$ cat src/rtl/sub_unit.sv
// Registered subtractor: SUBOut = DOut2 - DOut1 (mod 2^WIDTH) with borrow/zero/neg/ovf flags,
// all captured one clock after a valid operand pair.
module sub_unit #(
  parameter int unsigned WIDTH = 8
) (
  input  logic             clk,
  input  logic             rst_n,
  input  logic             in_valid,
  input  logic [WIDTH-1:0] DOut2,
  input  logic [WIDTH-1:0] DOut1,
  output logic [WIDTH-1:0] SUBOut,
  output logic             out_valid,
  output logic             borrow,
  output logic             zero,
  output logic             neg,
  output logic             ovf
);

  logic [WIDTH:0]   w_diff;
  logic [WIDTH-1:0] w_sub;
  logic             w_borrow;
  logic             w_zero;
  logic             w_neg;
  logic             w_ovf;

  logic [WIDTH-1:0] r_sub;
  logic             r_valid;
  logic             r_borrow;
  logic             r_zero;
  logic             r_neg;
  logic             r_ovf;

  // Form the difference and its flags from the current operands.
  always_comb begin
    w_diff   = {1'b0, DOut2} - {1'b0, DOut1};
    w_sub    = w_diff[WIDTH-1:0];
    w_borrow = w_diff[WIDTH];
    w_zero   = (w_sub == '0);
    w_neg    = w_sub[WIDTH-1];
    // Overflow only when operand signs differ and the result sign departs from the minuend.
    w_ovf    = (DOut2[WIDTH-1] != DOut1[WIDTH-1]) && (w_sub[WIDTH-1] != DOut2[WIDTH-1]);
  end

  // Capture result and flags on a valid pair; hold them otherwise. Valid is a one-cycle pulse.
  always_ff @(posedge clk or negedge rst_n) begin
    if (!rst_n) begin
      r_sub    <= '0;
      r_valid  <= 1'b0;
      r_borrow <= 1'b0;
      r_zero   <= 1'b0;
      r_neg    <= 1'b0;
      r_ovf    <= 1'b0;
    end else begin
      r_valid <= in_valid;
      if (in_valid) begin
        r_sub    <= w_sub;
        r_borrow <= w_borrow;
        r_zero   <= w_zero;
        r_neg    <= w_neg;
        r_ovf    <= w_ovf;
      end
    end
  end

  // Outputs come straight from registers; no combinational input-to-output path.
  always_comb begin
    SUBOut    = r_sub;
    out_valid = r_valid;
    borrow    = r_borrow;
    zero      = r_zero;
    neg       = r_neg;
    ovf       = r_ovf;
  end

endmodule

$ cat config.mk
export PLATFORM = sky130hd
export DESIGN_NAME = sub_unit
export DESIGN_NICKNAME = d
export VERILOG_FILES = /design/src/rtl/sub_unit.sv
export SDC_FILE = /design/constraint.sdc
export NUM_CORES = 1
export LEC_CHECK = 0
export CORE_MARGIN = 2
export CORE_UTILIZATION = 46
export DETAILED_ROUTE_END_ITERATION = 8
export HOLD_SLACK_MARGIN = 0.03
export PLACE_DENSITY_LB_ADDON = 0.2
export SLEW_MARGIN = 20
export SYNTH_ARGS = -nofsm -noshare
export SYNTH_HDL_FRONTEND = slang
export SYNTH_SLANG_ARGS = --single-unit
$ cat constraint.sdc
create_clock -name clk -period 1.5 [get_ports clk]
set_clock_uncertainty 0.15 [all_clocks]
set_input_delay 0.15 -clock clk [delete_from_list [all_inputs] [get_ports clk]]
set_output_delay 0.15 -clock clk [all_outputs]
set_load 0.03 [all_outputs]
==> impl_results.md <==
- Core Box Area: around 1700 sq um
- I/O Buffers: 31
- Global route overflow: 0
- Clock latency on the worst-skew pair: 270 ps
- RSZ-0062 raised after global routing: true
- WHS: around 60 ps
- Outcome: finished with violations
- DRC marker count from the first detailed-route iteration: 37
- Slew Limit Headroom: roughly two thirds
- Chip Width: between 40 and 50 um
- Antenna-violating nets left: 0
- Post-route design area: roughly 1500 sq um
- Residual DRC count: 0
- First-pass GRT wire length: between 3000 and 4000 um
- Critical path class: in -> reg
- Vias in the first global route: roughly 900
- Final Util: between 80% and 90%
- DR vias: slightly above 900
- Fin. Hold Viols: 0
- ANT cells: 0
- P_leak: approximately 0.73 nW
- Worst Path Max Fanout: 2
- DRT Wirelength: about 2600 um
- Die height: 46.6 um
- GR Util All Layers: 24.8%
- DIE AREA: 2170 sq um
- FMAX: 584 MHz
- Max_cap viols: 0
- Synth warn: 0
- DPL Wire Length: around 1800 um
- Syn nets: around 120
- CTS Root Cell: clkbuf_4
- P per Cell Area: around 840 nW/um^2
- Row count: 15
- Slew @ Worst Pin: 517 ps
- Starting Density: around 48%
- Pre-CTS WS: -986 ps
- Minimum clock period: around 1700 ps
- WL/cell: between 15 and 20 um
- Seq/Total Area, Yosys: a little over a third
- Synth area leader: dfrtp_1
- Placer congestion estimate: about 0.8
- CTS tree: built
- Share of layout cells above drive strength 1: 47.2%
- CTS Buffer Depth: 2
- Seq cells post-synth: 12
- Cell count after synthesis: 88
- # setup viols final: 6
- Hold Path Class: in -> async
- Dominant cells by area after synthesis: dfrtp_1 (36%), ha_1 (12%), inv_1 (6.3%)
- FF/Latch Area: about 300 sq um
- CP Launch Type: input port
- Crit Reg-Reg Startpoint: borrow
- CP Launch Point: DOut2[0]
- H-tree depth: 1
- Synth cell types: 33
- Crit. End Element: flop
- Num Clock Sinks: 12
- Worst vdd ir: about 0.00066 V
- Syn Std Cell Area: roughly 840 sq um
- Crit path required time: approximately 1600 ps
- Largest net degree at the start of global routing: 13
- Setup TNS: -791 ps
- Vias/cell: between 5 and 6
- Share of the synthesized area in the top cell type: a little over a third
- Slew Limit Fails: 0
- Area post-placement: approximately 1400 sq um
- R2R Setup Slk: between 500 and 600 ps
- Final #Nets: ~170
- Setup ws final: -212 ps
- Failing checks: negative setup slack
- Ports: 32
- Fillcell total: between 90 and 100
- Worst-case reg-to-reg path depth: 2
- Initial DRT Pass Iterations: 4
- TritonCTS Buffers: 3
- Multi-input logic area: roughly 640 sq um
- Period Utilization, post-route: 114%
- Layout area overhead: 83.2%
- FF-to-FF End: borrow
- Clock transition at path regs: approximately 70 ps
- Mean Syn Cell Area: 9.50 sq um
- Initial antenna violation count: 0
- Worst EP arrival: 1780 ps
[logic make-up after synthesis]
group	after synthesis	synth area share (%)
simple gates	19	12.1
flops	12	35.9
buf+inv	16	7.63
xor+xnor	3	3.14
fa+ha+maj	9	14.4
mux	5	6.44
compound gates	24	20.4
[critical path, cell delays in order]
cell and delay (ps):
buf_8 110, inv_12 40, ha_4 130, fa_2 240, nor2b_4 50, o31a_1 270, o311a_1 370, buf_4 160
o21ai_2 130, a31o_1 140
[where the power goes]
part | leakage (nW) | total (mW) | internal, mW | switching (mW)
combinational | 0.570 | 0.672 | 0.323 | 0.349
sequential | 0.144 | 0.407 | 0.375 | 0.0318
clock | 0.0138 | 0.201 | 0.0932 | 0.108
[layout make-up]
| cell class | count | area share, % |
|---|---|---|
| Clock buffer | 3 | 1.47 |
| Inverter | 14 | 5.07 |
| Tap cell | 25 | 2.04 |
| Sequential cell | 12 | 19.6 |
| Multi-Input combinational cell | 60 | 41.5 |
| Timing Repair Buffer | 55 | 30.3 |
[per-stage QoR]
| step | power [mW] | cells |
|---|---|---|
| floorplan | 0.761 | 88 |
| global placement | 1.02 | 161 |
| detailed placement | 1.04 | 161 |
| CTS | 1.23 | 167 |
| global route | 1.34 | 169 |
| finish | 1.28 | 169 |
[synth_stat cells (all sizes together)]
master	instances
nand3	1
a21oi	2
nor3	2
nand2b	4
o31ai	1
mux2i	2
nand2	2
dfrtp	12
a31o	1
or2	1
or3	1
nor2	4
o21ai	6
o22a	1
xnor2	2
inv	14
o211ai	2
a221oi	1
o31a	1
ha	8
mux2	3
o311a	2
a211oi	1
o22ai	2
buf	2
or4	1
o21a	2
a21o	2
xor2	1
fa	1
nor2b	3
[per-layer routing]
metal	GRT usage, %	up-vias	wire [um]
li1	-	421	-
met1	24.4	440	967
met2	47.5	48	1450
met3	5.88	8	150
met4	11.7	0	76
met5	0	-	0
[state kept, by name (all words and copies together), names as in the netlist]
register,count
zero,1
SUBOut,8
borrow,1
ovf,1
out_valid,1
[worst max-delay path by stage]
stage                            to  depth (start not counted)
final                        borrow                         10
after global routing           zero                         10
after floorplan           SUBOut[7]                          6
after detailed placement       zero                          9
after global placement         zero                          9
after CTS                      zero                         10
[repair_timing]
item | in CTS | in global routing
setup buffers | 2 | 2
pin swaps | 20 | 7
hold buffers | 1 | 0
endpoints found under the setup margin | 23 | 8
gates cloned | 0 | 0
hold endpoints to repair | 1 | 0
resized for setup | 83 | 8
[cell usage in the layout (no fill, tap or decap), types with 2 or more instances in the layout]
cell,count
dlygate4sd2_1,13
ha_4,6
clkdlybuf4s50_1,4
inv_2,4
o211ai_1,2
dfrtp_1,12
clkbuf_4,3
buf_2,7
o21a_1,2
nand2b_1,4
buf_8,2
o21ai_2,2
nor2_1,4
mux2i_1,2
o21ai_0,3
buf_6,5
mux2_4,2
inv_12,2
a21o_1,2
nor3_1,2
nor2b_1,2
buf_4,21
inv_1,8
nand2_1,2
No activity file was read; power rests on OpenSTA's default activity.
